[config.mk]
export PLATFORM = sky130hd
export DESIGN_NAME = vxe_axi_switch_mp_flat
export DESIGN_NICKNAME = d
export VERILOG_FILES = /design/src/rtl/vxe_axi_switch_mp_pkg.sv /design/src/rtl/vxe_axi_switch_mp_if.sv /design/src/rtl/vxe_axi_switch_rr_arb.sv /design/src/rtl/vxe_axi_switch_mp.sv /design/src/flat_wrapper.sv
export SDC_FILE = /design/constraint.sdc
export NUM_CORES = 1
export LEC_CHECK = 0
export ABC_AREA = 1
export CORE_AREA = 5 5 401 403
export DETAILED_ROUTE_END_ITERATION = 8
export DIE_AREA = 0 0 406 408
export GPL_TIMING_DRIVEN = 1
export PLACE_DENSITY_LB_ADDON = 0.08
export SLEW_MARGIN = 0
export SYNTH_ARGS = -nofsm -noshare
export SYNTH_HDL_FRONTEND = slang
export SYNTH_HIERARCHICAL = 1
export SYNTH_SLANG_ARGS = --single-unit
[constraint.sdc]
create_clock -name clk -period 7.6 [get_ports clk]
set_input_delay 1.14 -clock clk [delete_from_list [all_inputs] [get_ports clk]]
set_output_delay 1.14 -clock clk [all_outputs]
set_load 0.02 [all_outputs]
[src/rtl/vxe_axi_switch_mp_pkg.sv]
// -----------------------------------------------------------------------------
// vxe_axi_switch_pkg
//   Shared definitions for the multi-client AXI switch: field offsets and
//   widths of the client request/response words and of the BIU transaction
//   ID, response codes, and packed views of the request words.
//   No ports (package).
// -----------------------------------------------------------------------------
package vxe_axi_switch_pkg;

  // Client index carried in the upper bits of every BIU transaction ID.
  localparam int CLI_W        = 3;
  localparam int TXN_W        = 3;
  localparam int ADDR_W       = 40;
  localparam int DATA_W       = 64;
  localparam int STRB_W       = 8;

  // Request address word: {wr, txnid, addr}
  localparam int RQA_W        = 44;
  localparam int RQA_ADDR_LSB = 0;
  localparam int RQA_TXN_LSB  = 40;
  localparam int RQA_WR_BIT   = 43;

  // Request data word: {strb, data}
  localparam int RQD_W        = 72;
  localparam int RQD_DATA_LSB = 0;
  localparam int RQD_STRB_LSB = 64;

  // Response status word: {wr, resp, 3'b000, txnid}
  localparam int RSS_W        = 9;
  localparam int RSS_TXN_LSB  = 0;
  localparam int RSS_RESP_LSB = 6;
  localparam int RSS_WR_BIT   = 8;

  // BIU transaction ID: {client, txnid}
  localparam int CID_W        = CLI_W + TXN_W;
  localparam int CID_TXN_LSB  = 0;
  localparam int CID_CLI_LSB  = TXN_W;

  localparam logic [1:0] RESP_OKAY   = 2'b00;
  localparam logic [1:0] RESP_SLVERR = 2'b10;

  typedef struct packed {
    logic              wr;
    logic [TXN_W-1:0]  txnid;
    logic [ADDR_W-1:0] addr;
  } rqa_t;

  typedef struct packed {
    logic [STRB_W-1:0] strb;
    logic [DATA_W-1:0] data;
  } rqd_t;

  function automatic logic [RSS_W-1:0] make_rss(input logic             wr,
                                                input logic [1:0]       resp,
                                                input logic [TXN_W-1:0] txnid);
    return {wr, resp, 3'b000, txnid};
  endfunction

endpackage

[src/rtl/vxe_axi_switch_mp_if.sv]
// -----------------------------------------------------------------------------
// vxe_axi_switch_mp_if
//   Bundle of the switch <-> BIU signals.
//   master : switch side  (drives aw*/ar* requests and b/r ready)
//   slave  : BIU side     (drives pops and b/r responses)
// -----------------------------------------------------------------------------
interface vxe_axi_switch_mp_if;
  import vxe_axi_switch_pkg::*;

  logic [CID_W-1:0]  awcid;
  logic [ADDR_W-1:0] awaddr;
  logic [DATA_W-1:0] awdata;
  logic [STRB_W-1:0] awstrb;
  logic              awvalid;
  logic              awpop;

  logic [CID_W-1:0]  arcid;
  logic [ADDR_W-1:0] araddr;
  logic              arvalid;
  logic              arpop;

  logic [CID_W-1:0]  bcid;
  logic [1:0]        bresp;
  logic              bpush;
  logic              bready;

  logic [CID_W-1:0]  rcid;
  logic [DATA_W-1:0] rdata;
  logic [1:0]        rresp;
  logic              rpush;
  logic              rready;

  modport master (
    output awcid, awaddr, awdata, awstrb, awvalid, input awpop,
    output arcid, araddr, arvalid,                 input arpop,
    input  bcid, bresp, bpush,                     output bready,
    input  rcid, rdata, rresp, rpush,              output rready
  );

  modport slave (
    input  awcid, awaddr, awdata, awstrb, awvalid, output awpop,
    input  arcid, araddr, arvalid,                 output arpop,
    output bcid, bresp, bpush,                     input  bready,
    output rcid, rdata, rresp, rpush,              input  rready
  );
endinterface

[src/rtl/vxe_axi_switch_rr_arb.sv]
// -----------------------------------------------------------------------------
// vxe_axi_switch_rr_arb
//   Combinational round-robin arbiter. The search for a requester starts at
//   rr and wraps; the first requester found is granted.
//   req       in  N       request vector
//   rr        in  PTR_W   search start pointer (< N)
//   grant     out N       one-hot grant
//   grant_idx out PTR_W   index of the granted requester
//   grant_vld out 1       any grant this cycle
// -----------------------------------------------------------------------------
module vxe_axi_switch_rr_arb #(
  parameter int N     = 4,
  parameter int PTR_W = (N > 1) ? $clog2(N) : 1
) (
  input  logic [N-1:0]     req,
  input  logic [PTR_W-1:0] rr,
  output logic [N-1:0]     grant,
  output logic [PTR_W-1:0] grant_idx,
  output logic             grant_vld
);

  int               idx;
  logic [PTR_W-1:0] idx_p;

  always_comb begin
    // NOTE: every output gets a default before the search so that no path
    // through the loop leaves a value unassigned, which would infer a latch.
    grant     = '0;
    grant_idx = '0;
    grant_vld = 1'b0;
    idx       = 0;
    idx_p     = '0;
    for (int off = 0; off < N; off++) begin
      idx = int'(rr) + off;
      if (idx >= N) idx = idx - N;
      idx_p = PTR_W'(idx);
      if (!grant_vld && req[idx_p]) begin
        grant_vld    = 1'b1;
        grant[idx_p] = 1'b1;
        grant_idx    = idx_p;
      end
    end
  end

endmodule

[src/rtl/vxe_axi_switch_mp.sv]
// -----------------------------------------------------------------------------
// vxe_axi_switch_mp
//   Multi-client AXI switch between NCLIENTS memory-hub clients and the BIU.
//   Client requests are arbitrated round-robin onto one-entry AW/AR slots;
//   the client index is placed in cid[5:3]. B/R responses land in one-entry
//   slots and are delivered to the client named by cid[5:3].
//
//   Optional feature macro: VXE_AXI_SWITCH_OUTST_LIMIT_EN
//     defined   : per-client outstanding counters gate eligibility (MAX_OUTST)
//     undefined : no counters, MAX_OUTST unused
//
//   Ports
//     clk, rst               clock, synchronous active-high reset
//     i_m_rqa_vld/i_m_rqa    per-client request address {wr,txnid,addr}
//     o_m_rqa_rd             request address consumed (grant cycle)
//     i_m_rqd_vld/i_m_rqd    per-client write data {strb,data}
//     o_m_rqd_rd             write data consumed (grant cycle, writes)
//     i_m_rss_rdy            client status FIFO has room
//     o_m_rss/o_m_rss_wr     status word {wr,resp,000,txnid} and strobe
//     i_m_rsd_rdy            client read-data FIFO has room
//     o_m_rsd/o_m_rsd_wr     read data and strobe
//     biu                    BIU bus (master side)
// -----------------------------------------------------------------------------
module vxe_axi_switch_mp
  import vxe_axi_switch_pkg::*;
#(
  parameter int NCLIENTS  = 4,
  parameter int MAX_OUTST = 8
) (
  input  logic                      clk,
  input  logic                      rst,
  input  logic [NCLIENTS-1:0]       i_m_rqa_vld,
  input  logic [RQA_W*NCLIENTS-1:0] i_m_rqa,
  output logic [NCLIENTS-1:0]       o_m_rqa_rd,
  input  logic [NCLIENTS-1:0]       i_m_rqd_vld,
  input  logic [RQD_W*NCLIENTS-1:0] i_m_rqd,
  output logic [NCLIENTS-1:0]       o_m_rqd_rd,
  input  logic [NCLIENTS-1:0]       i_m_rss_rdy,
  output logic [RSS_W*NCLIENTS-1:0] o_m_rss,
  output logic [NCLIENTS-1:0]       o_m_rss_wr,
  input  logic [NCLIENTS-1:0]       i_m_rsd_rdy,
  output logic [DATA_W*NCLIENTS-1:0] o_m_rsd,
  output logic [NCLIENTS-1:0]       o_m_rsd_wr,
  vxe_axi_switch_mp_if.master       biu
);

  localparam int PTR_W = (NCLIENTS > 1) ? $clog2(NCLIENTS) : 1;

  // ---------------------------------------------------------------------------
  // Request side
  // ---------------------------------------------------------------------------
  rqa_t              rqa_arr [NCLIENTS];
  rqd_t              rqd_arr [NCLIENTS];
  logic [NCLIENTS-1:0] outst_ok;
  logic [NCLIENTS-1:0] elig;
  logic [NCLIENTS-1:0] grant;
  logic [PTR_W-1:0]  grant_idx;
  logic              grant_vld;
  logic [PTR_W-1:0]  rr;
  rqa_t              g_rqa;
  rqd_t              g_rqd;
  logic              g_wr;
  logic              g_rd;

  logic              aw_valid;
  logic [CID_W-1:0]  aw_cid;
  logic [ADDR_W-1:0] aw_addr;
  logic [DATA_W-1:0] aw_data;
  logic [STRB_W-1:0] aw_strb;
  logic              ar_valid;
  logic [CID_W-1:0]  ar_cid;
  logic [ADDR_W-1:0] ar_addr;
  logic              aw_free;
  logic              ar_free;

  // A slot can take a new request when empty or being popped this cycle,
  // which sustains one grant per cycle into a continuously popped slot.
  assign aw_free = !aw_valid || biu.awpop;
  assign ar_free = !ar_valid || biu.arpop;

  always_comb begin
    elig = '0;
    for (int c = 0; c < NCLIENTS; c++) begin
      rqa_arr[c] = rqa_t'(i_m_rqa[c*RQA_W +: RQA_W]);
      rqd_arr[c] = rqd_t'(i_m_rqd[c*RQD_W +: RQD_W]);
      elig[c]    = !rst && i_m_rqa_vld[c] && outst_ok[c] &&
                   (rqa_arr[c].wr ? (i_m_rqd_vld[c] && aw_free) : ar_free);
    end
  end

  vxe_axi_switch_rr_arb #(
    .N     (NCLIENTS),
    .PTR_W (PTR_W)
  ) u_arb (
    .req       (elig),
    .rr        (rr),
    .grant     (grant),
    .grant_idx (grant_idx),
    .grant_vld (grant_vld)
  );

  assign g_rqa      = rqa_arr[grant_idx];
  assign g_rqd      = rqd_arr[grant_idx];
  assign g_wr       = grant_vld && g_rqa.wr;
  assign g_rd       = grant_vld && !g_rqa.wr;
  assign o_m_rqa_rd = grant;
  assign o_m_rqd_rd = g_rqa.wr ? grant : '0;

  always_ff @(posedge clk) begin
    // NOTE: sequential state is updated with non-blocking assignments so every
    // register samples the pre-edge values regardless of statement order.
    if (rst) begin
      aw_valid <= 1'b0;
      aw_cid   <= '0;
      aw_addr  <= '0;
      aw_data  <= '0;
      aw_strb  <= '0;
      ar_valid <= 1'b0;
      ar_cid   <= '0;
      ar_addr  <= '0;
      rr       <= '0;
    end else begin
      if (g_wr) begin
        aw_valid <= 1'b1;
        aw_cid   <= {CLI_W'(grant_idx), g_rqa.txnid};
        aw_addr  <= g_rqa.addr;
        aw_data  <= g_rqd.data;
        aw_strb  <= g_rqd.strb;
      end else if (biu.awpop) begin
        aw_valid <= 1'b0;
      end

      if (g_rd) begin
        ar_valid <= 1'b1;
        ar_cid   <= {CLI_W'(grant_idx), g_rqa.txnid};
        ar_addr  <= g_rqa.addr;
      end else if (biu.arpop) begin
        ar_valid <= 1'b0;
      end

      if (grant_vld) begin
        rr <= (grant_idx == PTR_W'(NCLIENTS - 1)) ? '0 : grant_idx + 1'b1;
      end
    end
  end

  assign biu.awvalid = aw_valid;
  assign biu.awcid   = aw_cid;
  assign biu.awaddr  = aw_addr;
  assign biu.awdata  = aw_data;
  assign biu.awstrb  = aw_strb;
  assign biu.arvalid = ar_valid;
  assign biu.arcid   = ar_cid;
  assign biu.araddr  = ar_addr;

  // ---------------------------------------------------------------------------
  // Response side
  // ---------------------------------------------------------------------------
  logic              b_valid;
  logic [CID_W-1:0]  b_cid;
  logic [1:0]        b_resp;
  logic              r_valid;
  logic [CID_W-1:0]  r_cid;
  logic [1:0]        r_resp;
  logic [DATA_W-1:0] r_data;
  logic              prio_r;
  logic [CLI_W-1:0]  b_cli;
  logic [CLI_W-1:0]  r_cli;
  logic [NCLIENTS-1:0] b_hit;
  logic [NCLIENTS-1:0] r_hit;
  logic [NCLIENTS-1:0] b_del;
  logic [NCLIENTS-1:0] r_del;
  logic              contested;
  logic              b_drop;
  logic              r_drop;
  logic              b_take;
  logic              r_take;

  assign b_cli = b_cid[CID_CLI_LSB +: CLI_W];
  assign r_cli = r_cid[CID_CLI_LSB +: CLI_W];

  // An out-of-range client index matches no hit bit; the slot is simply
  // emptied on the following edge.
  assign b_drop = b_valid && (int'(b_cli) >= NCLIENTS);
  assign r_drop = r_valid && (int'(r_cli) >= NCLIENTS);

  always_comb begin
    b_hit = '0;
    r_hit = '0;
    for (int k = 0; k < NCLIENTS; k++) begin
      b_hit[k] = b_valid && (b_cli == CLI_W'(k)) && i_m_rss_rdy[k];
      r_hit[k] = r_valid && (r_cli == CLI_W'(k)) && i_m_rss_rdy[k] && i_m_rsd_rdy[k];
    end
  end

  // Each slot hits at most one client, so any overlap means both slots want
  // the same client's status port this cycle.
  assign contested = |(b_hit & r_hit);
  assign b_del     = (rst || (contested && prio_r))  ? '0 : b_hit;
  assign r_del     = (rst || (contested && !prio_r)) ? '0 : r_hit;

  // Ready excludes drops, so a dropped response holds ready low for one cycle.
  assign b_take      = !b_valid || (|b_del);
  assign r_take      = !r_valid || (|r_del);
  assign biu.bready  = rst || b_take;
  assign biu.rready  = rst || r_take;

  always_ff @(posedge clk) begin
    if (rst) begin
      b_valid <= 1'b0;
      b_cid   <= '0;
      b_resp  <= '0;
      r_valid <= 1'b0;
      r_cid   <= '0;
      r_resp  <= '0;
      r_data  <= '0;
      prio_r  <= 1'b1;
    end else begin
      if (biu.bpush && b_take) begin
        b_valid <= 1'b1;
        b_cid   <= biu.bcid;
        b_resp  <= biu.bresp;
      end else if ((|b_del) || b_drop) begin
        b_valid <= 1'b0;
      end

      if (biu.rpush && r_take) begin
        r_valid <= 1'b1;
        r_cid   <= biu.rcid;
        r_resp  <= biu.rresp;
        r_data  <= biu.rdata;
      end else if ((|r_del) || r_drop) begin
        r_valid <= 1'b0;
      end

      if (contested) prio_r <= !prio_r;
    end
  end

  always_comb begin
    o_m_rss = '0;
    o_m_rsd = '0;
    for (int k = 0; k < NCLIENTS; k++) begin
      if (b_del[k]) begin
        o_m_rss[k*RSS_W +: RSS_W] = make_rss(1'b1, b_resp, b_cid[CID_TXN_LSB +: TXN_W]);
      end else if (r_del[k]) begin
        o_m_rss[k*RSS_W +: RSS_W] = make_rss(1'b0, r_resp, r_cid[CID_TXN_LSB +: TXN_W]);
      end
      if (r_del[k]) o_m_rsd[k*DATA_W +: DATA_W] = r_data;
    end
  end

  assign o_m_rss_wr = b_del | r_del;
  assign o_m_rsd_wr = r_del;

  // ---------------------------------------------------------------------------
  // Outstanding-transaction limit
  // ---------------------------------------------------------------------------
`ifdef VXE_AXI_SWITCH_OUTST_LIMIT_EN
  logic [3:0]          outst [NCLIENTS];
  logic [NCLIENTS-1:0] dec;

  assign dec = b_del | r_del;

  always_comb begin
    outst_ok = '0;
    for (int c = 0; c < NCLIENTS; c++) begin
      outst_ok[c] = outst[c] < 4'(MAX_OUTST);
    end
  end

  always_ff @(posedge clk) begin
    // NOTE: this counter array must read zero after reset, so it is cleared
    // element by element; bulk data storage would be left unreset instead.
    if (rst) begin
      for (int c = 0; c < NCLIENTS; c++) outst[c] <= '0;
    end else begin
      for (int c = 0; c < NCLIENTS; c++) begin
        case ({grant[c], dec[c]})
          2'b10:   outst[c] <= outst[c] + 4'd1;
          2'b01:   if (outst[c] != '0) outst[c] <= outst[c] - 4'd1;
          default: ;
        endcase
      end
    end
  end
`else
  assign outst_ok = '1;
`endif

endmodule

[src/flat_wrapper.sv]
// flat-port wrapper written by rule: the top's interface ports become plain ports
module vxe_axi_switch_mp_flat import vxe_axi_switch_pkg::*;
#(
  parameter int NCLIENTS  = 4,
  parameter int MAX_OUTST = 8
)
  (clk, rst, i_m_rqa_vld, i_m_rqa, o_m_rqa_rd, i_m_rqd_vld, i_m_rqd, o_m_rqd_rd, i_m_rss_rdy, o_m_rss, o_m_rss_wr, i_m_rsd_rdy, o_m_rsd, o_m_rsd_wr, biu_awcid, biu_awaddr, biu_awdata, biu_awstrb, biu_awvalid, biu_awpop, biu_arcid, biu_araddr, biu_arvalid, biu_arpop, biu_bcid, biu_bresp, biu_bpush, biu_bready, biu_rcid, biu_rdata, biu_rresp, biu_rpush, biu_rready);
  vxe_axi_switch_mp_if biu_i ();
  input  logic clk;
  input  logic rst;
  input  logic [NCLIENTS-1:0] i_m_rqa_vld;
  input  logic [RQA_W*NCLIENTS-1:0] i_m_rqa;
  output logic [NCLIENTS-1:0] o_m_rqa_rd;
  input  logic [NCLIENTS-1:0] i_m_rqd_vld;
  input  logic [RQD_W*NCLIENTS-1:0] i_m_rqd;
  output logic [NCLIENTS-1:0] o_m_rqd_rd;
  input  logic [NCLIENTS-1:0] i_m_rss_rdy;
  output logic [RSS_W*NCLIENTS-1:0] o_m_rss;
  output logic [NCLIENTS-1:0] o_m_rss_wr;
  input  logic [NCLIENTS-1:0] i_m_rsd_rdy;
  output logic [DATA_W*NCLIENTS-1:0] o_m_rsd;
  output logic [NCLIENTS-1:0] o_m_rsd_wr;
  output wire logic [$bits(biu_i.awcid)-1:0] biu_awcid;
  output wire logic [$bits(biu_i.awaddr)-1:0] biu_awaddr;
  output wire logic [$bits(biu_i.awdata)-1:0] biu_awdata;
  output wire logic [$bits(biu_i.awstrb)-1:0] biu_awstrb;
  output wire logic [$bits(biu_i.awvalid)-1:0] biu_awvalid;
  input wire logic [$bits(biu_i.awpop)-1:0] biu_awpop;
  output wire logic [$bits(biu_i.arcid)-1:0] biu_arcid;
  output wire logic [$bits(biu_i.araddr)-1:0] biu_araddr;
  output wire logic [$bits(biu_i.arvalid)-1:0] biu_arvalid;
  input wire logic [$bits(biu_i.arpop)-1:0] biu_arpop;
  input wire logic [$bits(biu_i.bcid)-1:0] biu_bcid;
  input wire logic [$bits(biu_i.bresp)-1:0] biu_bresp;
  input wire logic [$bits(biu_i.bpush)-1:0] biu_bpush;
  output wire logic [$bits(biu_i.bready)-1:0] biu_bready;
  input wire logic [$bits(biu_i.rcid)-1:0] biu_rcid;
  input wire logic [$bits(biu_i.rdata)-1:0] biu_rdata;
  input wire logic [$bits(biu_i.rresp)-1:0] biu_rresp;
  input wire logic [$bits(biu_i.rpush)-1:0] biu_rpush;
  output wire logic [$bits(biu_i.rready)-1:0] biu_rready;
  assign biu_awcid = biu_i.awcid;
  assign biu_awaddr = biu_i.awaddr;
  assign biu_awdata = biu_i.awdata;
  assign biu_awstrb = biu_i.awstrb;
  assign biu_awvalid = biu_i.awvalid;
  assign biu_i.awpop = biu_awpop;
  assign biu_arcid = biu_i.arcid;
  assign biu_araddr = biu_i.araddr;
  assign biu_arvalid = biu_i.arvalid;
  assign biu_i.arpop = biu_arpop;
  assign biu_i.bcid = biu_bcid;
  assign biu_i.bresp = biu_bresp;
  assign biu_i.bpush = biu_bpush;
  assign biu_bready = biu_i.bready;
  assign biu_i.rcid = biu_rcid;
  assign biu_i.rdata = biu_rdata;
  assign biu_i.rresp = biu_rresp;
  assign biu_i.rpush = biu_rpush;
  assign biu_rready = biu_i.rready;
  vxe_axi_switch_mp #(.NCLIENTS(NCLIENTS), .MAX_OUTST(MAX_OUTST)) u_core (.clk(clk), .rst(rst), .i_m_rqa_vld(i_m_rqa_vld), .i_m_rqa(i_m_rqa), .o_m_rqa_rd(o_m_rqa_rd), .i_m_rqd_vld(i_m_rqd_vld), .i_m_rqd(i_m_rqd), .o_m_rqd_rd(o_m_rqd_rd), .i_m_rss_rdy(i_m_rss_rdy), .o_m_rss(o_m_rss), .o_m_rss_wr(o_m_rss_wr), .i_m_rsd_rdy(i_m_rsd_rdy), .o_m_rsd(o_m_rsd), .o_m_rsd_wr(o_m_rsd_wr), .biu(biu_i));
endmodule
==> flow_summary.yaml <==
die:
  chipWidth_um: 406
  pin_count: 1042
  core_area_sq_mm: 0.1571
  die_height_um: 408
  num_rows: 146
  dieArea_sq_mm: 0.1656
  initial_core_util_pct: 9.347
detailed_routing:
  wire_per_inst_um: 24.01
  dr_total_vias: 20070
  drt_iter0_markers: 1172
  dr.pass1.iters: 5
  vias_per_cell: 3.681
  ant_nets: 0
  drc: 0
  wl_um: 130900
power:
  comb_power_share_pct: 67.8
  powerDensity_mw_per_mm2: 419.2
  switching_share_pct: 55.43
  peakVddDrop_mv: 0.5540
  power.total_mw: 11.92
  leakage_nw: 10.70
  sequentialPowerShare_pct: 15.9
  p_sw_mw: 6.609
  pwr-share-clk_pct: 16.3
  p_int_mw: 5.315
place:
  dp_hpwl_um: 104100
  portBuffers: 1027
  place_ws_ns: 1.675
  gp_congestion: 0.8020
worst_setup_path:
  path_buf_inv: 6
  crit_fanout: 41
  start_kind: "primary input"
  required_ns: 6.46
  critPathSlowestCell: "clkdlybuf4s50_1"
  slowest_delay_ns: 0.63
  crit_family: "buffers and inverters"
  criticalPathCategory: "in -> out"
  crit_path_cell_trace: "clkdlybuf4s50_1, buf_4, inv_8, o211ai_1, a21oi_1, inv_1, nand2_1, nand3_2, nand2_4, nor2_1, a21oi_1, nand3_4, inv_4, a21oi_1, o21ai_0, nand2_1, nor2_1, clkdlybuf4s50_1"
  cp.arrival_ns: 4.74
  crit_top_cell: "a21oi_1"
  worst_setup_path_end_kind: "output port"
clocking:
  clk_latency_ns: 0.61
  clkSinkCount: 249
  root_buffer: "clkbuf_16"
  numCtsBuffers: 40
  cts_setup_buffers: 0
  clkSlewWorstSetupHoldPaths_ns: 0.05
  cts_buffer_depth: 3
  htree_levels: 2
  hold_buffers: 0
  cts-resized-gates: 0
  cts_tree: "built"
timing:
  hold_violations: 0
  fin_skew_ns: 0.04253
  min_period_ns: 5.881
  worst_pin_slew_ns: 1.001
  period_share_pct: 77.38
  maxSlewHeadroom_pct: 33.29
  worst_slack_ns: 1.719
  fin_tns_setup_ns: 0
  max_freq_mhz: 170.1
  rsz0062_at_grt: "no"
  slew_viol_final: 0
  setup_viol: 0
final_layout:
  fill_cells: 18100
  drive_gt1_share_pct: 3.713
  finalNetCount: 3909
  mostFrequentLayoutCells: "clkdlybuf4s50_1, nor2_1, o21ai_0, dfxtp_1, inv_1"
  syn_to_final_growth_pct: 93.73
  layout_commonest_cell: "clkdlybuf4s50_1"
synthesis:
  synth.largest_area_cell: "dfxtp_1"
  ys_ff_latch: 249
  synth_cell_types: 33
  netlist_top_cells_area: "dfxtp_1, nor2_1, o21ai_0"
  syn_inst: 2440
  synth_top_area_share_pct: 33.95
  ys_warn_count: 6
  synth_area_sq_mm: 0.01468
  synth-seq-area-share_pct: 33.95
  syn_area_per_cell_sq_um: 6.018
grt:
  grt_max_degree: 141
  grt_pass1_vias: 20900
  track_usage_pct: 15.15
  antenna_found_initial: 75
  grt-ovfl-total: 0
  grt_pass1_wl_um: 177500
run:
  maxCapViolCount: 0
min_path:
  hold_path_class: "reg -> reg"
run_status:
  status: "finished, final reports clean"
## layer usage
| metal | vias to the layer above | track usage [%] | routed length, um | part of all wire (%) |
|---|---|---|---|---|
| li1 | 9738 | - | - | - |
| met1 | 9329 | 15.98 | 48020 | 37 |
| met2 | 787 | 27.94 | 66580 | 51 |
| met3 | 166 | 7.066 | 14060 | 11 |
| met4 | 50 | 2.157 | 1917 | 1.5 |
| met5 | - | 0 | 317 | 0.24 |
## power by group through the flow
stage               Clock (mW)  Sequential, mW  Combinational [mW]
finish                    1.94            1.90                8.08
detailed placement           0            1.92                8.33
floorplan                    0            2.24                4.26
global placement             0            1.93                8.39
global route              2.09            1.95                9.00
CTS                       2.06            1.91                8.38
## cell usage after synthesis
cell type  count
a211oi_1       1
a21boi_0       4
a21oi_1      161
a32o_1        16
buf_1         18
buf_2         21
buf_4         19
buf_6          1
clkbuf_1     156
clkinv_1       1
conb_1         1
dfxtp_1      249
ha_1           6
inv_1        195
inv_2          6
nand2_1      184
nand2_2        8
nand2_4        1
nand3_1      106
nand3_2        3
nand3_4        1
nand3b_1       1
nand4_1        7
nor2_1       784
nor2_4         1
o211ai_1       4
o21ai_0      368
o21ai_1        1
o21ai_2        1
o22ai_1      112
o311ai_0       1
o311ai_1       1
o31ai_1        1
## area by class of cell
class	instances	area, sq um	share of cell area, %
Timing Repair Buffer	1057	10570	37.14
Multi-Input combinational cell	1787	8130	28.58
Sequential cell	249	4985	17.52
Tap cell	2072	2592	9.113
Clock buffer	57	1155	4.060
Inverter	202	778.2	2.736
Clock inverter	15	209.0	0.7345
Antenna cell	13	32.53	0.1144
## metrics by stage
| step | cells | utilization [%] | hold slack (ns) | cell area (sq um) |
|---|---|---|---|---|
| detailed placement | 5367 | 17.22 | 0.4610 | 27050 |
| global route | 5441 | 18.09 | 0.4847 | 28420 |
| global placement | 5367 | 17.22 | 0.4627 | 27050 |
| finish | 5452 | 18.11 | 0.4773 | 28450 |
| CTS | 5439 | 18.09 | 0.4771 | 28410 |
| floorplan | 2453 | - | 0.4516 | 14730 |
## registers in the layout, summed over array words and instances, names as in the netlist
| register | count |
|---|---|
| u_core/b_cid | 6 |
| u_core/b_resp | 2 |
| u_core/b_valid | 1 |
| u_core/biu.araddr | 40 |
| u_core/biu.arcid | 5 |
| u_core/biu.arvalid | 1 |
| u_core/biu.awaddr | 40 |
| u_core/biu.awcid | 5 |
| u_core/biu.awdata | 64 |
| u_core/biu.awstrb | 8 |
| u_core/biu.awvalid | 1 |
| u_core/prio_r | 1 |
| u_core/r_cid | 6 |
| u_core/r_data | 64 |
| u_core/r_resp | 2 |
| u_core/r_valid | 1 |
| u_core/rr | 2 |
## kinds of logic (layout without fill, tap and decap cells)
logic type      after synthesis  count (layout)  share of synthesized area (%)
simple gates               1096            1096                          29.52
compound gates              671             671                          24.62
buf+inv                     417            1331                          11.38
flops                       249             249                          33.95
fa+ha+maj                     6               6                         0.5112
other cells                   1              27                        0.02554
## worst register-to-register path: cells and delay by family (launching register included)
family                   cells  cell delay (ns)
AND/OR/NAND/NOR              6             0.84
buffers and inverters        5             1.79
AO/OA/AOI/OAI                3             0.78
flip-flops                   1             0.60
adder cells (fa/ha/maj)      1             0.45
## final timing paths
check	start	end	slack, ns	cells past startpoint
min reg2reg	u_core/r_data[55]	u_core/r_data[55]	0.48	2
max	rst	o_m_rqd_rd[0]	1.72	18
min	u_core/r_data[55]	u_core/r_data[55]	0.48	2
max reg2reg	u_core/rr[0]	u_core/biu.araddr[36]	3.03	15
Power figures use the tool's default switching activity.
